`config.mk`:
```
export PLATFORM = sky130hd
export DESIGN_NAME = thread_scheduler
export DESIGN_NICKNAME = d
export VERILOG_FILES = /design/src/rtl/thread_scheduler.sv
export SDC_FILE = /design/constraint.sdc
export NUM_CORES = 1
export LEC_CHECK = 0
export BUFFER_PORTS_ARGS = -buffer_cell sky130_fd_sc_hd__clkbuf_2
export CORE_UTILIZATION = 45
export DETAILED_ROUTE_END_ITERATION = 10
export GPL_ROUTABILITY_DRIVEN = 0
export PLACE_DENSITY_LB_ADDON = 0.15
export SYNTH_ARGS = -nofsm -noshare
export SYNTH_HDL_FRONTEND = slang
export SYNTH_SLANG_ARGS = --single-unit
```
`constraint.sdc`:
```
create_clock -name clk -period 1.8 [get_ports clk]
set_input_delay 0.18 -clock clk [delete_from_list [all_inputs] [get_ports clk]]
set_output_delay 0.18 -clock clk [all_outputs]
set_load 0.05 [all_outputs]
```
`src/rtl/thread_scheduler.sv`:
```
// Per-thread IDLE/RUN/STALL run-state tracker for the barrel core, turning the
// current round-robin slot into a registered fetch-or-bubble issue decision.
module thread_scheduler #(
    parameter int NUM_THREADS = 4,
    parameter int TID_W       = 2,
    parameter int STALL_W     = 4,
    parameter int BUBBLE_W    = 16
) (
    input  logic                   clk,
    input  logic                   rst,
    input  logic [TID_W-1:0]       thread_timer_data,
    input  logic                   start_valid,
    input  logic [TID_W-1:0]       start_tid,
    input  logic                   halt_valid,
    input  logic [TID_W-1:0]       halt_tid,
    input  logic                   stall_valid,
    input  logic [TID_W-1:0]       stall_tid,
    input  logic [STALL_W-1:0]     stall_cycles,
    output logic                   issue_valid,
    output logic [TID_W-1:0]       issue_tid,
    output logic [NUM_THREADS-1:0] active_mask,
    output logic [NUM_THREADS-1:0] stalled_mask,
    output logic                   all_idle,
    output logic [BUBBLE_W-1:0]    bubble_count
);

    typedef enum logic [1:0] {
        ST_IDLE  = 2'd0,
        ST_RUN   = 2'd1,
        ST_STALL = 2'd2
    } state_e;

    state_e                 state_q [NUM_THREADS];
    state_e                 state_d [NUM_THREADS];
    logic [STALL_W-1:0]     cnt_q   [NUM_THREADS];
    logic [STALL_W-1:0]     cnt_d   [NUM_THREADS];
    logic [NUM_THREADS-1:0] active_q, active_d;
    logic [NUM_THREADS-1:0] stalled_q, stalled_d;
    logic                   all_idle_q;
    logic                   issue_valid_q, issue_valid_d;
    logic [TID_W-1:0]       issue_tid_q;
    logic [BUBBLE_W-1:0]    bubble_q, bubble_d;
    logic [NUM_THREADS-1:0] start_hit_s, halt_hit_s, stall_hit_s;
    logic [STALL_W-1:0]     stall_load_s;

    assign start_hit_s  = start_valid ? (NUM_THREADS'(1) << start_tid) : '0;
    assign halt_hit_s   = halt_valid  ? (NUM_THREADS'(1) << halt_tid)  : '0;
    assign stall_hit_s  = stall_valid ? (NUM_THREADS'(1) << stall_tid) : '0;
    // A zero-length stall still costs the thread one slot opportunity.
    assign stall_load_s = (stall_cycles == '0) ? STALL_W'(1) : stall_cycles;

    // Next run state and stall counter per thread; halt beats stall beats start.
    always_comb begin
        for (int t = 0; t < NUM_THREADS; t++) begin
            state_d[t] = state_q[t];
            cnt_d[t]   = cnt_q[t];
            case (state_q[t])
                ST_IDLE: begin
                    if (start_hit_s[t] && !halt_hit_s[t]) begin
                        state_d[t] = ST_RUN;
                    end else begin
                        state_d[t] = ST_IDLE;
                    end
                end
                ST_RUN: begin
                    if (halt_hit_s[t]) begin
                        state_d[t] = ST_IDLE;
                        cnt_d[t]   = '0;
                    end else if (stall_hit_s[t]) begin
                        state_d[t] = ST_STALL;
                        cnt_d[t]   = stall_load_s;
                    end else begin
                        state_d[t] = ST_RUN;
                    end
                end
                ST_STALL: begin
                    if (halt_hit_s[t]) begin
                        state_d[t] = ST_IDLE;
                        cnt_d[t]   = '0;
                    end else if (cnt_q[t] <= STALL_W'(1)) begin
                        state_d[t] = ST_RUN;
                        cnt_d[t]   = '0;
                    end else begin
                        cnt_d[t]   = cnt_q[t] - STALL_W'(1);
                    end
                end
                default: begin
                    state_d[t] = ST_IDLE;
                    cnt_d[t]   = '0;
                end
            endcase
            active_d[t]  = (state_d[t] != ST_IDLE);
            stalled_d[t] = (state_d[t] == ST_STALL);
        end
    end

    // Issue decision for the current slot and saturating bubble accounting.
    always_comb begin
        issue_valid_d = (state_q[thread_timer_data] == ST_RUN)
                        && !halt_hit_s[thread_timer_data]
                        && !stall_hit_s[thread_timer_data];
        if (!issue_valid_d && (active_q != '0) && (bubble_q != '1)) begin
            bubble_d = bubble_q + BUBBLE_W'(1);
        end else begin
            bubble_d = bubble_q;
        end
    end

    // State, counters and every output register.
    always_ff @(posedge clk or posedge rst) begin
        if (rst) begin
            for (int t = 0; t < NUM_THREADS; t++) begin
                state_q[t] <= ST_IDLE;
                cnt_q[t]   <= '0;
            end
            active_q      <= '0;
            stalled_q     <= '0;
            all_idle_q    <= 1'b1;
            issue_valid_q <= 1'b0;
            issue_tid_q   <= '0;
            bubble_q      <= '0;
        end else begin
            for (int t = 0; t < NUM_THREADS; t++) begin
                state_q[t] <= state_d[t];
                cnt_q[t]   <= cnt_d[t];
            end
            active_q      <= active_d;
            stalled_q     <= stalled_d;
            all_idle_q    <= (active_d == '0);
            issue_valid_q <= issue_valid_d;
            issue_tid_q   <= thread_timer_data;
            bubble_q      <= bubble_d;
        end
    end

    assign issue_valid  = issue_valid_q;
    assign issue_tid    = issue_tid_q;
    assign active_mask  = active_q;
    assign stalled_mask = stalled_q;
    assign all_idle     = all_idle_q;
    assign bubble_count = bubble_q;

endmodule

```
==> qor.csv, run 1 <==
stage;metric;value;unit
grt;grt_pass1_wl;11700;um
synth;synth-seq-cells;52;
setup_path;r2r_cells;8;
timing;hold_ws;54.6;ps
timing;slew_viol_final;0;
synth;asyncSetResetFlopFracSynth;1.00;
floorplan;die_h;83.8;um
pwr;leakage;1.82;nW
setup_path;crit_type;reg -> reg;
finish;fin_nets;440;
timing;hold_viol_final;0;
detailed_routing;wl;6930;um
grt;grt_usage;0.210;
grt;grt_max_degree;53;
clock_tree;path_clk_slew;90;ps
run_status;violations;design-rule violations, negative setup slack;
setup_path;cp_max_fo;4;
min_path;whs_path_depth;1;
timing;fin_crit;1910;ps
grt;antenna_found_initial;0;
detailed_routing;avgRoutedWirePerCell;14.5;um
synth;syn_inst;306;
timing;worst_slew_margin_rel;0.656;
timing;finalSetupViolCount;2;
clock_tree;clock_path_buffers;2;
finish;final_common_cell;clkbuf_2;
detailed_routing;drcViolationCount;13;
finish;antennaDiodeCount;0;
floorplan;die_area;7030;um2
clock_tree;clock-sinks;52;
setup_path;cpMaxStageDelayCell;or3b_4;
setup_path;end_kind;flop;
floorplan;core_area;6420;um2
timing;rsz0062_at_grt;true;
synth;synth-seq-area-share;0.432;
synth;ys_warn_count;0;
timing;tns;-107;ps
floorplan;row_count;29;
setup_path;rrSetupSlack;-110;ps
grt;grt_pass1_vias;2483;
clock_tree;clk_latency;310;ps
timing;min_period_over_period;1.06;
min_path;min_from;thread_timer_data[0];
finish;area_growth;27.5;%
pwr;p_per_area;1110;nW/um2
min_path;min_path_type;in -> reg;
clock_tree;cts_tree;yes;
detailed_routing;drt-pass1-iter-count;7;
timing;tightest_slew;514;ps
timing;setup_ws;-106;ps
detailed_routing;via_per_inst;5.42;
finish;final_cell_mix;clkbuf_2 (44), buf_4 (41), dfrtp_1 (39);
timing;max_freq;0.525;GHz
synth;yosysTopAreaCellShare;0.423;
clock_tree;cts_buffers;5;
setup_path;cpPeakStageDelay;410;ps
detailed_routing;vias;2578;
setup_path;crit_arrival;2150;ps
setup_path;worstPathRequired;2050;ps
synth;synth_cell_type_count;51;
clock_tree;cts_max_level;2;
setup_path;reg2reg_from;cnt_q[0]$_DFFE_PP0P_;
detailed_routing;ant_nets;0;
setup_path;crit_family;simple AND/OR/NAND/NOR gates;
grt;grt-ovfl-total;0;
floorplan;die_w;83.8;um
floorplan;start_util;0.469;
place;port_buffers;44;
synth;synth_area;3010;um2
synth;synth_edf_count;0;
synth;syn_nets;348;
floorplan;ioPinCount;45;
synth;avgSynthCellArea;9.85;um2
setup_path;critPathLaunchType;flop;
run;maxCapViolCount;0;
setup_path;crit_chain;inv_1, ha_2, nor2_1, nor3_1, or3b_1, or3b_4, nor3b_2, a221o_1;
setup_path;r2r-end;cnt_q[2]$_DFFE_PP0P_;
clock_tree;cts_root_buf;clkbuf_8;
run_status;outcome;finished with violations;
place;hpwlAfterDp;5290;um
min_path;hold_end;issue_tid[0]$_DFF_PP0_;
synth;ys.flop_type;dfrtp_1;
setup_path;cp.buffers_inverters;1;
synth;yosys-top-cells-area;dfrtp_1 (42%), ha_1 (10%), xnor2_1 (4.6%);
synth;synth_top_cell_by_area;dfrtp_1;
pwr;ir_worst_vdd;0.422;mV
timing;fin_skew;7.67;ps
detailed_routing;drtIter0Drc;125;
finish;layout-drive-gt1-share;0.323;
flip-flops by register name, indices dropped and copies added, names as in the netlist:
name and count:
bubble_count 16, active_mask 4, cnt_q 16, state_q 8, issue_valid 1, stalled_mask 4
issue_tid 2, all_idle 1
cell usage after synthesis, drive strengths merged (3+ instances only):
| library cell | instances |
|---|---|
| a21oi | 16 |
| a22o | 6 |
| a31oi | 6 |
| and3 | 9 |
| and4b | 3 |
| dfrtp | 51 |
| ha | 25 |
| inv | 25 |
| nand2 | 30 |
| nand2b | 5 |
| nand3 | 11 |
| nand3b | 7 |
| nand4 | 9 |
| nor2 | 15 |
| nor3 | 9 |
| nor3b | 5 |
| nor4 | 3 |
| o21ai | 14 |
| o22ai | 4 |
| or2 | 3 |
| xnor2 | 16 |
power breakdown:
group | switching, mW | total [mW] | internal [mW] | leakage, nW
logic | 1.16 | 1.87 | 0.709 | 1.08
registers | 0.157 | 1.54 | 1.39 | 0.676
clock network | 0.385 | 0.840 | 0.455 | 0.0614
total | 1.70 | 4.25 | 2.55 | 1.82
metrics by stage:
stage,setup WS [ps],area [um2],instances,util,total power [mW]
floorplan,-94.1,3030,306,-,2.81
global placement,-96.9,3650,465,0.568,3.36
detailed placement,-138,3650,465,0.568,3.38
CTS,-103,3780,475,0.589,4.24
global route,-201,3840,476,0.598,4.53
finish,-106,3840,476,0.598,4.25
worst max path at each step:
| stage | startpoint | end | slack [ps] | depth (start not counted) |
|---|---|---|---|---|
| finish | cnt_q[0]$_DFFE_PP0P_ | cnt_q[2]$_DFFE_PP0P_ | -110 | 8 |
| global placement | cnt_q[0]$_DFFE_PP0P_ | cnt_q[2]$_DFFE_PP0P_ | -100 | 8 |
| global route | cnt_q[0]$_DFFE_PP0P_ | cnt_q[2]$_DFFE_PP0P_ | -200 | 8 |
| detailed placement | cnt_q[0]$_DFFE_PP0P_ | cnt_q[2]$_DFFE_PP0P_ | -140 | 8 |
| floorplan | state_q[0]$_DFF_PP0_ | cnt_q[2]$_DFFE_PP0P_ | -90 | 7 |
| CTS | cnt_q[0]$_DFFE_PP0P_ | cnt_q[2]$_DFFE_PP0P_ | -100 | 8 |
layer usage:
metal  global-route usage  vias up  wire (um)
met2                0.342       53       3120
met3               0.0386        7        253
met4               0.0470        0         78
met1                0.292     1232       3480
met5                    0        -          0
li1                     -     1286          -
timing repair:
item / CTS / global route
endpoints found under the hold margin: 51 / 0
pin swaps: 3 / 2
resized for setup: 1 / 11
hold buffers: 1 / 0
endpoints found under the setup margin: 6 / 18
setup buffers: 1 / 1
logic make-up after synthesis:
logic type / after synthesis / synth area share
AO/OA/AOI/OAI: 63 / 0.138
XOR/XNOR: 17 / 0.0494
adder cells (fa/ha/maj): 25 / 0.104
buffers and inverters: 27 / 0.0361
flip-flops: 52 / 0.432
multiplexers: 1 / 0.00498
AND/OR/NAND/NOR: 121 / 0.236
area by class of cell:
class,instances,area (um2)
sequential,52,1320
clock buffer,6,82.6
timing repair buffer,87,558
clock inverter,2,38.8
inverter,25,93.8
tap,77,96.3
multi-input combinational,227,1660
fill,566,2580
Note: power is estimated with default switching activity, not from simulation.
==> run 2: changes to the inputs <==
--- a/config.mk
+++ b/config.mk
@@ -10,6 +10,7 @@
 export DETAILED_ROUTE_END_ITERATION = 10
 export GPL_ROUTABILITY_DRIVEN = 0
 export PLACE_DENSITY_LB_ADDON = 0.15
+export SKIP_CTS_REPAIR_TIMING = 1
 export SYNTH_ARGS = -nofsm -noshare
 export SYNTH_HDL_FRONTEND = slang
 export SYNTH_SLANG_ARGS = --single-unit
==> qor.csv, run 2 (same netlist as run 1, synthesis figures left out) <==
stage;metric;value;unit;change
grt;grt_max_degree;53;;unchanged
detailed_routing;wl;6910;um;-0.23%
clock_tree;clk_latency;310;ps;about the same
setup_path;rrSetupSlack;-130;ps;-30 ps
timing;fin_skew;7.31;ps;-0.357 ps
timing;finalSetupViolCount;4;;+2
setup_path;cpPeakStageDelay;410;ps;about the same
pwr;ir_worst_vdd;0.422;mV;about the same
grt;grt_pass1_vias;2462;;-0.85%
setup_path;r2r-end;cnt_q[2]$_DFFE_PP0P_;;
clock_tree;path_clk_slew;90;ps;about the same
min_path;min_from;thread_timer_data[0];;
floorplan;row_count;29;;unchanged
run_status;violations;design-rule violations, negative setup slack;;
clock_tree;cts_tree;yes;;
detailed_routing;drcViolationCount;13;;unchanged
floorplan;start_util;0.469;;unchanged
timing;max_freq;0.518;GHz;-1.4%
grt;busiest_layer;met2;;
detailed_routing;via_per_inst;5.41;;-0.18%
place;port_buffers;44;;unchanged
setup_path;worstPathRequired;2050;ps;about the same
grt;use_met1;0.294;;+0.00127
detailed_routing;drt-pass1-iter-count;7;;unchanged
timing;min_period_over_period;1.07;;+0.0145
pwr;switching_share;0.401;;+0.000504
grt;grt-ovfl-total;0;;unchanged
pwr;pwr-share-seq;0.364;;about the same
detailed_routing;ant_nets;0;;unchanged
timing;tightest_slew;504;ps;-10.0 ps
pwr;p_per_area;1110;nW/um2;about the same
min_path;min_path_type;in -> reg;;
grt;antenna_found_initial;0;;unchanged
grt;grt_usage;0.210;;-0.000426
finish;antennaDiodeCount;0;;unchanged
place;hpwlAfterDp;5290;um;unchanged
detailed_routing;vias;2568;;-0.39%
pwr;p_comb_frac;0.438;;about the same
clock_tree;cts_max_level;2;;unchanged
floorplan;ioPinCount;45;;unchanged
setup_path;reg2reg_from;cnt_q[0]$_DFFE_PP0P_;;
pwr;leakage;1.81;nW;-0.37%
floorplan;die_h;83.8;um;unchanged
finish;area_growth;27.2;%;
setup_path;critPathLaunchType;flop;;
setup_path;cpMaxStageDelayCell;or3b_4;;
detailed_routing;avgRoutedWirePerCell;14.5;um;about the same
floorplan;die_w;83.8;um;unchanged
grt;grt_use_met3;0.0386;;unchanged
setup_path;r2r_cells;8;;unchanged
finish;final_common_cell;clkbuf_2;;
detailed_routing;drtIter0Drc;116;;-7.2%
setup_path;crit_arrival;2180;ps;+30 ps
clock_tree;clock-sinks;52;;unchanged
min_path;whs_path_depth;1;;unchanged
setup_path;end_kind;flop;;
setup_path;crit_chain;inv_1, ha_2, nor2_1, nor3_1, or3b_1, or3b_4, nor3b_2, a221o_1;;
place;dp_cells;465;;unchanged
finish;stdcell_count;475;;-0.21%
run_status;outcome;finished with violations;;
pwr;internal_power;2.54;mW;-0.24%
clock_tree;cts_buffers;5;;unchanged
pwr;clkPwrFrac;0.198;;about the same
clock_tree;clock_path_buffers;2;;unchanged
setup_path;cp_max_fo;4;;unchanged
timing;hold_viol_final;0;;unchanged
min_path;hold_end;issue_tid[0]$_DFF_PP0_;;
finish;layout-drive-gt1-share;0.322;;-0.00170
grt;grt_pass1_wl;11600;um;-0.41%
finish;final_cell_mix;clkbuf_2 (44), buf_4 (40), dfrtp_1 (39);;
timing;fin_crit;1930;ps;+26.1 ps
floorplan;core_area;6420;um2;unchanged
run;maxCapViolCount;0;;unchanged
floorplan;die_area;7030;um2;unchanged
pwr;p_sw;1.70;mW;about the same
timing;hold_ws;56.5;ps;+1.93 ps
timing;worst_slew_margin_rel;0.663;;+0.00669
grt;gr-usage-met2;0.339;;-0.00298
setup_path;crit_type;reg -> reg;;
timing;rsz0062_at_grt;true;;
timing;slew_viol_final;0;;unchanged
timing;setup_ws;-132;ps;-26.1 ps
clock_tree;cts_root_buf;clkbuf_8;;
finish;fin_nets;439;;-0.23%
run 2: worst max path at each step:
stage | startpoint | to | slack [ps] | cells after the start
finish | cnt_q[0]$_DFFE_PP0P_ | cnt_q[2]$_DFFE_PP0P_ | -130 | 8
floorplan | state_q[0]$_DFF_PP0_ | cnt_q[2]$_DFFE_PP0P_ | -90 | 7
CTS | cnt_q[0]$_DFFE_PP0P_ | cnt_q[2]$_DFFE_PP0P_ | -150 | 8
detailed placement | cnt_q[0]$_DFFE_PP0P_ | cnt_q[2]$_DFFE_PP0P_ | -140 | 8
global placement | cnt_q[0]$_DFFE_PP0P_ | cnt_q[2]$_DFFE_PP0P_ | -100 | 8
global route | cnt_q[0]$_DFFE_PP0P_ | cnt_q[2]$_DFFE_PP0P_ | -210 | 8
run 2: worst max-delay path: cells and delay by family (launching register included):
family | cells | cell delay [ps]
flops | 1 | 400
fa+ha+maj | 1 | 190
buf+inv | 1 | 60
compound gates | 1 | 130
simple gates | 5 | 1100
run 2: routing by layer:
layer,vias to the layer above,wire [um]
met2,52,3130
li1,1281,-
met5,-,0
met1,1228,3470
met4,0,78
met3,7,237
run 2: metrics by stage:
step	worst slack [ps]	cell area [um2]	total power [mW]	utilization	TNS, ps
2_1_floorplan	-94.1	3030	2.81	-	-184
3_3_place_gp	-96.9	3650	3.36	0.568	-111
3_5_place_dp	-138	3650	3.38	0.568	-210
4_1_cts	-155	3770	4.23	0.587	-318
5_1_grt	-213	3830	4.53	0.597	-821
6_report	-132	3830	4.24	0.597	-233
run 2: area by class of cell:
type / instances / area (um2)
Fill cell: 565 / 2590
Sequential cell: 52 / 1320
Tap cell: 77 / 96.3
Clock buffer: 6 / 82.6
Clock inverter: 2 / 38.8
Timing Repair Buffer: 86 / 551
Multi-Input combinational cell: 227 / 1660
Inverter: 25 / 93.8
run 2: power groups by stage:
stage | Clock [mW] | Combinational (mW) | Sequential [mW]
after floorplan | 0 | 0.827 | 1.98
after global placement | 0 | 1.80 | 1.56
after detailed placement | 0 | 1.81 | 1.57
after CTS | 0.868 | 1.82 | 1.55
after global routing | 0.930 | 2.02 | 1.57
final | 0.842 | 1.86 | 1.54
==> run 3: changes to the inputs <==
--- a/config.mk
+++ b/config.mk
@@ -6,6 +6,7 @@
 export NUM_CORES = 1
 export LEC_CHECK = 0
 export BUFFER_PORTS_ARGS = -buffer_cell sky130_fd_sc_hd__clkbuf_2
+export CORE_MARGIN = 2
 export CORE_UTILIZATION = 45
 export DETAILED_ROUTE_END_ITERATION = 10
 export GPL_ROUTABILITY_DRIVEN = 0
==> constraint.sdc (replaced) <==
create_clock -name clk -period 1.8 [get_ports clk]
set_input_delay 0.09 -clock clk [delete_from_list [all_inputs] [get_ports clk]]
set_output_delay 0.09 -clock clk [all_outputs]
set_load 0.05 [all_outputs]
==> qor.csv, run 3 (same netlist as run 1, synthesis figures left out) <==
stage;metric;value;unit;change
timing;fin_skew;9.09;ps;+1.78 ps
grt;grt_pass1_wl;12100;um;+3.9%
grt;grt_pass1_vias;2476;;+0.57%
floorplan;die_h;85.8;um;+2.4%
timing;max_freq;0.503;GHz;-2.9%
pwr;switching_share;0.421;;+0.0204
timing;setup_ws;-189;ps;-57.5 ps
setup_path;cp_max_fo;4;;unchanged
min_path;whs_path_depth;3;;+2
finish;final_cell_mix;clkbuf_2 (44), dfrtp_1 (39), buf_4 (34);;
timing;min_period_over_period;1.11;;+0.0319
clock_tree;path_clk_slew;100;ps;about the same
timing;tightest_slew;464;ps;-39.7 ps
finish;layout-drive-gt1-share;0.320;;-0.00181
place;hpwlAfterDp;5400;um;+2.1%
place;pre_cts_slack;-174;ps;-36.3 ps
detailed_routing;drtIter0Drc;189;;+63%
place;port_buffers;44;;unchanged
timing;finalSetupViolCount;4;;unchanged
grt;grt_usage;0.208;;-0.00178
detailed_routing;via_per_inst;5.43;;+0.46%
min_path;min_from;stall_cycles[1];;
clock_tree;cts_buffers;5;;unchanged
timing;tns;-383;ps;-150 ps
floorplan;core_area;6420;um2;unchanged
timing;worst_slew_margin_rel;0.689;;+0.0266
setup_path;r2r_cells;8;;unchanged
floorplan;die_w;85.8;um;+2.4%
setup_path;critPathLaunchType;flop;;
pwr;power.total;4.10;mW;-3.4%
finish;final_common_cell;clkbuf_2;;
grt;grt_max_degree;53;;unchanged
pwr;ir_worst_vdd;0.484;mV;+15%
clock_tree;clk_latency;310;ps;about the same
setup_path;worstPathRequired;2050;ps;about the same
setup_path;crit_family;simple AND/OR/NAND/NOR gates;;
detailed_routing;vias;2558;;-0.39%
clock_tree;cts_max_level;2;;unchanged
timing;slew_viol_final;0;;unchanged
setup_path;cpPeakStageDelay;410;ps;about the same
pwr;p_sw;1.73;mW;+1.5%
floorplan;ioPinCount;45;;unchanged
run;maxCapViolCount;0;;unchanged
floorplan;row_count;29;;unchanged
clock_tree;clock_path_buffers;2;;unchanged
detailed_routing;ant_nets;0;;unchanged
min_path;hold_end;cnt_q[1]$_DFFE_PP0P_;;
pwr;pwr-share-seq;0.372;;+0.008
finish;fin_util;0.590;;-0.00701
finish;stdcell_count;471;;-0.84%
setup_path;r2r-end;cnt_q[2]$_DFFE_PP0P_;;
grt;antenna_found_initial;0;;unchanged
timing;hold_viol_final;0;;unchanged
floorplan;start_util;0.469;;unchanged
setup_path;end_kind;flop;;
pwr;p_per_area;1080;nW/um2;-2.2%
detailed_routing;drt-pass1-iter-count;9;;+2
setup_path;crit_type;reg -> reg;;
clock_tree;cts_root_buf;clkbuf_8;;
setup_path;crit_chain;inv_1, ha_2, nor2_2, nor3_2, or3b_1, or3b_4, nor3b_2, a221o_1;;
setup_path;reg2reg_from;cnt_q[0]$_DFFE_PP0P_;;
detailed_routing;wl;7190;um;+4.0%
setup_path;cp.buffers_inverters;1;;unchanged
pwr;p_comb_frac;0.461;;+0.023
floorplan;die_area;7370;um2;+4.8%
timing;rsz0062_at_grt;true;;
pwr;internal_power;2.37;mW;-6.7%
finish;fin_nets;435;;-0.91%
pwr;clkPwrFrac;0.167;;-0.031
min_path;min_path_type;in -> reg;;
setup_path;cpMaxStageDelayCell;dfrtp_1;;
clock_tree;cts_tree;yes;;
run_status;violations;design-rule violations, negative setup slack;;
finish;antennaDiodeCount;0;;unchanged
detailed_routing;drcViolationCount;6;;-7
grt;grt-ovfl-total;0;;unchanged
detailed_routing;avgRoutedWirePerCell;15.3;um;+4.9%
setup_path;rrSetupSlack;-190;ps;-60 ps
pwr;leakage;1.77;nW;-2.1%
timing;fin_crit;1990;ps;+57.5 ps
place;dp_cells;459;;-1.3%
clock_tree;clock-sinks;52;;unchanged
setup_path;crit_arrival;2240;ps;+60 ps
finish;area_growth;25.7;%;
run_status;outcome;finished with violations;;
-- run 3: final cells by class --
class	instances	area, um2
fillers	573	2630
clock buffers	6	72.6
clock inverters	2	16.3
well taps	77	96.3
repair buffers	82	526
flip-flops and latches	52	1320
inverters	25	93.8
multi-input cells	227	1670
-- run 3: worst max path at each step --
stage / from / endpoint / slack (ps) / depth (start not counted)
floorplan: state_q[0]$_DFF_PP0_ / cnt_q[2]$_DFFE_PP0P_ / -90 / 7
global placement: cnt_q[0]$_DFFE_PP0P_ / cnt_q[2]$_DFFE_PP0P_ / -90 / 8
detailed placement: cnt_q[0]$_DFFE_PP0P_ / cnt_q[2]$_DFFE_PP0P_ / -170 / 8
CTS: cnt_q[0]$_DFFE_PP0P_ / cnt_q[2]$_DFFE_PP0P_ / -190 / 8
global route: cnt_q[0]$_DFFE_PP0P_ / cnt_q[2]$_DFFE_PP0P_ / -300 / 8
finish: cnt_q[0]$_DFFE_PP0P_ / cnt_q[2]$_DFFE_PP0P_ / -190 / 8
-- run 3: worst min-delay path: stages --
cell      delay [ps]
clkbuf_2         190
nand2_1           70
o221ai_1          50
-- run 3: stage by stage --
step                hold WS [ps]  cell area [um2]
global placement             143             3600
floorplan                    121             3030
detailed placement           145             3600
CTS                         -193             3690
global route                 171             3790
finish                       127             3790
-- run 3: metal layers --
metal | vias to the layer above | GRT usage | wire, um
li1 | 1272 | - | -
met3 | 8 | 0.0337 | 395
met2 | 72 | 0.321 | 3230
met4 | 0 | 0.0577 | 74
met5 | - | 0 | 0
met1 | 1206 | 0.304 | 3490
-- run 3: power groups by stage --
stage	Sequential, mW	Combinational, mW	Clock, mW
4_1_cts	1.52	1.85	0.698
2_1_floorplan	1.98	0.827	0
6_report	1.52	1.89	0.684
5_1_grt	1.56	2.07	0.745
3_3_place_gp	1.54	1.83	0
3_5_place_dp	1.55	1.84	0
